<file path="src/rtl/muldiv_pkg.sv">
// Shared types for the iterative RV32M multiply/divide unit.
// Holds the operation encoding, FSM states and the HDU latency macro.
`ifndef DATA_SIZE
`define DATA_SIZE 32
`endif
`ifndef MULDIV_LATENCY
`define MULDIV_LATENCY (`DATA_SIZE+2)
`endif

package muldiv_pkg;

  typedef enum logic [2:0] {
    MD_MUL    = 3'd0,
    MD_MULH   = 3'd1,
    MD_MULHSU = 3'd2,
    MD_MULHU  = 3'd3,
    MD_DIV    = 3'd4,
    MD_DIVU   = 3'd5,
    MD_REM    = 3'd6,
    MD_REMU   = 3'd7
  } muldiv_type;

  typedef enum logic [1:0] {
    MD_IDLE,
    MD_PREP,
    MD_CALC,
    MD_DONE
  } muldiv_state;

endpackage

</file>
<file path="src/rtl/muldiv_step.sv">
// One radix-2 iteration: shift-add multiply or restoring divide step.
// Ports: div_i selects divide, acc_i/acc_o 2W accumulator, opnd_i operand.
module muldiv_step #(
  parameter int DATA_W = 32
) (
  input  logic                  div_i,
  input  logic [2*DATA_W-1:0]   acc_i,
  input  logic [DATA_W-1:0]     opnd_i,
  output logic [2*DATA_W-1:0]   acc_o
);

  logic [DATA_W:0]   sum;
  logic [DATA_W:0]   part;
  logic [DATA_W-1:0] diff;

  always_comb begin
    sum  = {1'b0, acc_i[2*DATA_W-1:DATA_W]}
         + (acc_i[0] ? {1'b0, opnd_i} : '0);
    // remainder shifted left with next dividend bit
    part = {acc_i[2*DATA_W-1:DATA_W], acc_i[DATA_W-1]};
    // result fits W bits whenever part >= divisor
    diff = part[DATA_W-1:0] - opnd_i;
    if (div_i) begin
      if (part >= {1'b0, opnd_i}) begin
        acc_o = {diff, acc_i[DATA_W-2:0], 1'b1};
      end else begin
        acc_o = {part[DATA_W-1:0], acc_i[DATA_W-2:0], 1'b0};
      end
    end else begin
      acc_o = {sum, acc_i[DATA_W-1:1]};
    end
  end

endmodule

</file>
<file path="src/rtl/muldiv_unit.sv">
// Iterative RV32M multiply/divide unit with start/valid handshake.
// Ports: start/flush/op/rs1/rs2 in; busy, valid pulse, result out.
module muldiv_unit
  import muldiv_pkg::*;
#(
  parameter int DATA_W = `DATA_SIZE,
  parameter int CNT_W  = $clog2(DATA_W)
) (
  input  logic              clk,
  input  logic              rst_n,
  input  logic              start_i,
  input  logic              flush_i,
  input  logic [2:0]        op_i,
  input  logic [DATA_W-1:0] rs1_i,
  input  logic [DATA_W-1:0] rs2_i,
  output logic              busy_o,
  output logic              valid_o,
  output logic [DATA_W-1:0] result_o
);

  localparam int W2 = 2 * DATA_W;

  muldiv_state       state_q, state_d;
  muldiv_type        op_q, op_d;
  logic [DATA_W-1:0] a_q, a_d, b_q, b_d;
  logic [DATA_W-1:0] opnd_q, opnd_d;
  logic [DATA_W-1:0] res_q, res_d;
  logic [W2-1:0]     acc_q, acc_d, step_acc;
  logic [CNT_W-1:0]  cnt_q, cnt_d;
  logic              negm_q, negm_d;
  logic              negr_q, negr_d;

  logic              div_op, sgn_a, sgn_b;
  logic              neg_a, neg_b;
  logic              zero_b, ovf, fast;
  logic [DATA_W-1:0] abs_a, abs_b, fast_res;
  logic [W2-1:0]     prod;
  logic [DATA_W-1:0] quo, rem, calc_res;

  muldiv_step #(.DATA_W(DATA_W)) u_step (
    .div_i  (div_op),
    .acc_i  (acc_q),
    .opnd_i (opnd_q),
    .acc_o  (step_acc)
  );

  assign div_op = op_q[2];
  assign sgn_a  = op_q inside {MD_MULH, MD_MULHSU, MD_DIV, MD_REM};
  assign sgn_b  = op_q inside {MD_MULH, MD_DIV, MD_REM};
  assign neg_a  = sgn_a & a_q[DATA_W-1];
  assign neg_b  = sgn_b & b_q[DATA_W-1];
  assign abs_a  = neg_a ? -a_q : a_q;
  assign abs_b  = neg_b ? -b_q : b_q;

  assign zero_b = (b_q == '0);
  assign ovf    = (op_q inside {MD_DIV, MD_REM})
                & (a_q == {1'b1, {(DATA_W-1){1'b0}}})
                & (b_q == '1);
  assign fast   = div_op & (zero_b | ovf);

  // op_q[1] separates REM/REMU from DIV/DIVU
  always_comb begin
    fast_res = a_q;
    unique case (1'b1)
      zero_b & ~op_q[1]: fast_res = '1;
      zero_b &  op_q[1]: fast_res = a_q;
      ~zero_b & op_q[1]: fast_res = '0;
      default:           fast_res = a_q;
    endcase
  end

  // sign correction applied to the final iteration's output
  assign prod = negm_q ? -step_acc : step_acc;
  assign quo  = negm_q ? -step_acc[DATA_W-1:0]
                       : step_acc[DATA_W-1:0];
  assign rem  = negr_q ? -step_acc[W2-1:DATA_W]
                       : step_acc[W2-1:DATA_W];

  always_comb begin
    calc_res = rem;
    unique case (op_q)
      MD_MUL:                       calc_res = prod[DATA_W-1:0];
      MD_MULH, MD_MULHSU, MD_MULHU: calc_res = prod[W2-1:DATA_W];
      MD_DIV, MD_DIVU:              calc_res = quo;
      MD_REM, MD_REMU:              calc_res = rem;
    endcase
  end

  always_comb begin
    state_d = state_q;
    op_d    = op_q;
    a_d     = a_q;
    b_d     = b_q;
    opnd_d  = opnd_q;
    acc_d   = acc_q;
    cnt_d   = cnt_q;
    negm_d  = negm_q;
    negr_d  = negr_q;
    res_d   = res_q;
    unique case (state_q)
      MD_IDLE, MD_DONE: begin
        state_d = MD_IDLE;
        if (start_i) begin
          state_d = MD_PREP;
          op_d    = muldiv_type'(op_i);
          a_d     = rs1_i;
          b_d     = rs2_i;
        end
      end
      MD_PREP: begin
        // mul: multiplier in low half; div: dividend in low half
        acc_d  = {{DATA_W{1'b0}}, div_op ? abs_a : abs_b};
        opnd_d = div_op ? abs_b : abs_a;
        cnt_d  = CNT_W'(DATA_W - 1);
        negm_d = neg_a ^ neg_b;
        negr_d = neg_a;
        if (fast) begin
          state_d = MD_DONE;
          res_d   = fast_res;
        end else begin
          state_d = MD_CALC;
        end
      end
      MD_CALC: begin
        acc_d = step_acc;
        cnt_d = cnt_q - CNT_W'(1);
        if (cnt_q == '0) begin
          state_d = MD_DONE;
          res_d   = calc_res;
        end
      end
    endcase
    if (flush_i) begin
      state_d = MD_IDLE;
      res_d   = res_q;
    end
  end

  always_ff @(posedge clk or negedge rst_n) begin
    if (!rst_n) begin
      state_q <= MD_IDLE;
      op_q    <= MD_MUL;
      a_q     <= '0;
      b_q     <= '0;
      opnd_q  <= '0;
      acc_q   <= '0;
      cnt_q   <= '0;
      negm_q  <= 1'b0;
      negr_q  <= 1'b0;
      res_q   <= '0;
    end else begin
      state_q <= state_d;
      op_q    <= op_d;
      a_q     <= a_d;
      b_q     <= b_d;
      opnd_q  <= opnd_d;
      acc_q   <= acc_d;
      cnt_q   <= cnt_d;
      negm_q  <= negm_d;
      negr_q  <= negr_d;
      res_q   <= res_d;
    end
  end

  assign busy_o   = (state_q == MD_PREP) | (state_q == MD_CALC);
  assign valid_o  = (state_q == MD_DONE);
  assign result_o = res_q;

endmodule

</file>
<file path="config.mk">
export PLATFORM = sky130hd
export DESIGN_NAME = muldiv_unit
export DESIGN_NICKNAME = d
export VERILOG_FILES = /design/src/rtl/muldiv_pkg.sv /design/src/rtl/muldiv_step.sv /design/src/rtl/muldiv_unit.sv
export SDC_FILE = /design/constraint.sdc
export NUM_CORES = 1
export LEC_CHECK = 0
export CAP_MARGIN = 5
export CORE_ASPECT_RATIO = 1.5
export CORE_MARGIN = 8
export CORE_UTILIZATION = 62
export CTS_CLUSTER_SIZE = 12
export DETAILED_ROUTE_END_ITERATION = 12
export PLACE_DENSITY_LB_ADDON = 0.25
export SETUP_SLACK_MARGIN = 0.1
export SYNTH_ARGS = -nofsm -noshare
export SYNTH_HDL_FRONTEND = slang
export SYNTH_HIERARCHICAL = 1
export SYNTH_SLANG_ARGS = --single-unit
export TNS_END_PERCENT = 100
</file>
<file path="constraint.sdc">
create_clock -name clk -period 6.4 [get_ports clk]
set_input_delay 0.64 -clock clk [delete_from_list [all_inputs] [get_ports clk]]
set_output_delay 0.64 -clock clk [all_outputs]
set_load 0.05 [all_outputs]
</file>
Word-level counts from Yosys, hierarchy flattened:

Cells that the tools add are included.

* register bits: 204
* input port bits: 71
* output and inout bits: 34
* word-level logic and storage cells: 83

* $add $sub $neg: 8
* $lt $le $gt $ge: 1
* equal/unequal tests: 15
* multiplexer cells: 22
* bitwise logic cells: 13
* reduce and logical (&&, ||, !) cells: 14

Operators with widths (number)
* $mux 32: 9
* $mux 64: 3
* $neg 32->32: 4
* $pmux 32 s2: 2
* $pmux 32 s4: 1
* $pmux 64 s2: 1
* $eq 32x32->1 const B: 2
* $neg 64->64: 1
* $add 32x33->33: 1
* $ge 33x32->1: 1
* $logic_not 32->1: 1
* $sub 32x32->32: 1
* $eq 3x3->1 const B: 4
* $pmux 5 s2: 1
* $and 1x1->1: 7
* $eq 3x2->1 const B: 2
* $pmux 2 s3: 1
* $reduce_or 2->1: 3
* $logic_not 5->1: 1
* $sub 5x1->5 const B: 1
* $eq 2x2->1 const B: 2
* $mux 2: 2
* $ne 2x2->1 const B: 2
* $reduce_and 4->1: 1
* 14 further kinds: 19

Longest topological paths before layout:

* depth in word-level cells: 9
* gate-level depth with buffers: 24
* depth with buffers taken out: 20

By module:

The synthesis kept the hierarchy.

Modules (own cells, without submodules)
* muldiv_unit: times used 1, cells each 1537, area an instance 13492.9 um2, seq. area each 5104.9 um2
* muldiv_step: times used 1, cells each 646, area an instance 4583.1 um2, seq. area each 0.0 um2

Least setup slack after synthesis:

No wires, ideal clock.

* kind: flip-flop to flip-flop
* start point: reg acc_q[49]
* end point: reg res_q[22] (netlist: result_o[22])
* library setup time: 95 ps
* arrival time: 5244 ps
* data required time: 6305 ps
* path slack: 1060 ps
* stages on the path, launching flop included: 23
* path buffers: 4
* clock period less this slack: 5340 ps
* cells stage by stage: dfrtp_1 > ha_1 > and3_1 > buf_6 > nor3b_1 > a311o_1 > o21bai_4 > a311oi_4 > nor2_4 > buf_6 > o21ai_1 > a21oi_2 > inv_1 > ha_1 > or4b_2 > clkbuf_1 > or3_1 > clkbuf_1 > or3_1 > o31ai_1 > xnor2_1 > a21oi_1 > o31ai_1

* longest elaborated chain between the ends: 8
* elaborated cells between the ends (all ways): 14
* those cells by class: add/sub: 5; order compare: 1; mux: 8

Ends and longest elaborated chain
* start, declared: RTL line muldiv_unit.sv:28 `logic [W2-1:0] acc_q, acc_d, step_acc;`
* start signal, assigned: RTL line muldiv_unit.sv:146 `acc_q <= '0;`
* start signal, assigned: RTL line muldiv_unit.sv:157 `acc_q <= acc_d;`
* $ge 33x32->1 *: RTL line muldiv_step.sv:24 `if (part >= {1'b0, opnd_i}) begin`
* $mux 64 *: RTL line muldiv_step.sv:24
* $mux 64 *: RTL line muldiv_step.sv:23 `if (div_i) begin`
* named net step_acc[32]: RTL line muldiv_unit.sv:28
* $neg 64->64 or $neg 32->32 (tied branches): RTL line muldiv_unit.sv:73, muldiv_unit.sv:76
* $mux 64 or $mux 32 (tied branches): RTL line muldiv_unit.sv:73, muldiv_unit.sv:76
* $pmux 32 s4 *: RTL line muldiv_unit.sv:81 `unique case (op_q)`
* $mux 32 *: RTL line muldiv_unit.sv:127 `if (cnt_q == '0) begin`
* $pmux 32 s2 *: RTL line muldiv_unit.sv:100 `unique case (state_q)`
* end signal, assigned: RTL line muldiv_unit.sv:161 `res_q <= res_d;`
* end, declared: RTL line muldiv_unit.sv:27 `logic [DATA_W-1:0] res_q, res_d;`

Mark *: on every way through the listed nets, which the timed path passes. The rest lies on a longest branch. The select of a mux whose other input is x is not followed.
A chain may end at the register's enable or synchronous reset.

Final worst setup path:

* start point: reg acc_q[49]
* end point: reg res_q[24] (netlist: result_o[24])

Same word-level chain as after synthesis.

==> results.ini <==
[status]
status=completed

[setup_path]
crit_chain=ha_1, and3_1, nor3b_1, a311o_1, o21bai_4, o22ai_2, nor2_4, mux2i_1, a21oi_1, inv_1, ha_1, or4b_2, or3_1, or4_1, nor2_1, o31ai_1, a211oi_1, o31ai_1
cp.required_ns=6.77
crit_path_end_kind=register
crit_type=reg2reg
path_max_fanout=11
slowest_delay_ns=0.73
startpoint_type=register
cp_data_arrival_time_ns=6.54
critPathLaunch=acc_q[49]
r2r_start=acc_q[49]
crit_family=simple AND/OR/NAND/NOR gates
crit_slowest_cell=or4b_2
critPathBufInv=1

[cells_and_area]
syn_to_final_growth_pct=11.7
final_cell_mix=nand2_1, dfrtp_1, a21oi_1
drive_gt1_share_pct=12.8
nets=2378
final_common_cell=nand2_1
n_fill_cell=2378

[detailed_routing]
maxUsedRoutingLayer=met5
drt-wirelength-per-cell_um=27.5
num_vias=18556
avgViaCountPerCell=7.06
post-route-drc-count=0
wl_met1_mm=24.8
detail_route.first_pass.iterations=6
wl_mm=72.4
dr_wl_met2_mm=33.9
drt_first_iter_violations=2018
dr_wl_met3_mm=6.87
ant_nets=0

[floorplan]
die_x_um=155
die_h_um=225
placementRows=76
core_area_um2=28700
start_util_pct=62.9
num_io_pins=105
die_area_um2=35000

[cts]
cts_buffers=22
clk_path_buf_depth=3
clkSinkCount=204
cts-root-buf=clkbuf_16
cts_max_level=1
tritoncts=done
clkSlewWorstSetupHoldPaths_ns=0.06
insertion_delay_ns=0.54
postCtsHoldBufs=0

[place]
dp_hpwl_mm=53.5
dp_slack_ns=0.304
routabilityCongestion=1.11
portBuffers=104

[worst_hold_path]
min_path_type=in2async

[synth]
ys.flop_type=dfrtp_1
synth_cell_type_count=95
yosysWarnings=6
synth-edff-count=0
synth-seq-cells=204
syn_area_per_cell_um2=8.28
ys_seq_area_share_pct=28.2
synthCells=2183
ys_async_sr_fraction_pct=100
synth_nets=2331
synthesis.area_um2=18100

[timing]
tightest_slew_ns=1.30
period_share_pct=96.4
tns_ns=0
fmax_mhz=162
post-route-min-period_ns=6.17
maxSlewHeadroom_pct=13.0
drv_slew=0
finalHoldViolations=0
rsz0062_at_grt=false
skew_ns=0.0265
finalSetupViolCount=0
finalWorstSetupSlack_ns=0.230

[grt]
grt_max_degree=141
grt_pass1_wl_mm=109
antenna_found_initial=3
grtUsageTotal_pct=40.9
grt_remaining_overflow=0
grt_pass1_vias=17969

[job]
max-cap-violations=0

==> final timing paths <==
| kind | end | slack (ns) | cells after the start |
|---|---|---|---|
| max | result_o[24] | 0.23 | 18 |
| max reg2reg | result_o[24] | 0.23 | 18 |
| max in group asynchronous | acc_q[51] | 5.12 | 2 |
| min reg2reg | result_o[9] | 0.48 | 2 |
| min | a_q[3] | 0.1 | 1 |
| min in group clk | result_o[9] | 0.48 | 2 |
==> metrics by stage <==
stage	util [%]	hold slack [ns]	cell area, um2	std cells
after CTS	70.1	0.108	20100	2627
after global placement	67.8	0.463	19500	2594
final	70.3	0.0956	20200	2630
after global routing	70.3	0.148	20200	2629
after floorplan	-	0.344	18100	2183
after detailed placement	67.8	0.471	19500	2594
==> logic make-up after synthesis <==
family / synth area share [%]
buf+inv: 4.95
compound gates: 23.4
fa+ha+maj: 5.41
simple gates: 19.5
xor+xnor: 7.70
mux: 10.8
flops: 28.2
==> final cells by class <==
type,count,area [um2],area share (%)
Antenna cell,1,2.50,0.0124
Clock buffer,29,628,3.11
Clock inverter,4,25.0,0.124
Inverter,79,297,1.47
Multi-Input combinational cell,1760,12100,60.1
Sequential cell,204,5110,25.3
Tap cell,390,488,2.42
Timing Repair Buffer,163,1500,7.43
==> timing repair <==
action                                  CTS  global route
setup buffers                             0             2
resized for setup                         0             6
endpoints found under the setup margin    0             8
==> cells in the mapped netlist, types with 7 or more instances <==
library cell / count / area [um2]
o21a_1: 10 / 75.1
o31ai_1: 56 / 420
o21ai_1: 17 / 85.1
xor2_1: 79 / 692
nor3_1: 50 / 250
nand4_1: 20 / 125
and2_1: 36 / 225
o221ai_1: 26 / 228
o41ai_1: 14 / 123
o21bai_1: 9 / 67.6
ha_1: 75 / 938
or2_2: 19 / 119
a2bb2oi_1: 11 / 96.3
a211oi_1: 28 / 210
buf_6: 8 / 90.1
buf_1: 9 / 33.8
dfrtp_1: 204 / 5100
nand2b_1: 16 / 100
a31oi_1: 26 / 163
or3_1: 34 / 213
a21o_1: 25 / 188
nand3_1: 38 / 190
nor2_1: 130 / 488
a221oi_1: 8 / 70.1
a221o_1: 7 / 70.1
clkbuf_1: 113 / 424
mux2_2: 126 / 1420
mux2i_1: 52 / 521
xnor2_1: 80 / 701
and3_1: 19 / 119
a21oi_1: 167 / 836
inv_1: 77 / 289
nand2_1: 252 / 946
o211ai_1: 22 / 165
nor4_1: 23 / 144
o21ai_0: 136 / 681
buf_2: 10 / 50.1
or4_1: 25 / 188
nor2b_1: 11 / 68.8
==> flip-flops by register name, summed over array words and instances (netlist names) <==
register and flops:
op_q 3, acc_q 64, result_o 32, cnt_q 5, state_q 2, opnd_q 32
b_q 32, negr_q 1, a_q 32, negm_q 1
==> metal layers <==
layer | vias to the layer above | track usage, %
li1 | 8099 | -
met1 | 8858 | 45.2
met2 | 1219 | 67.1
met3 | 378 | 8.73
met4 | 2 | 33.0
met5 | - | 0
Power is not shown: default switching activity piles up to over one toggle a cycle in this logic, so the estimate is an artifact.
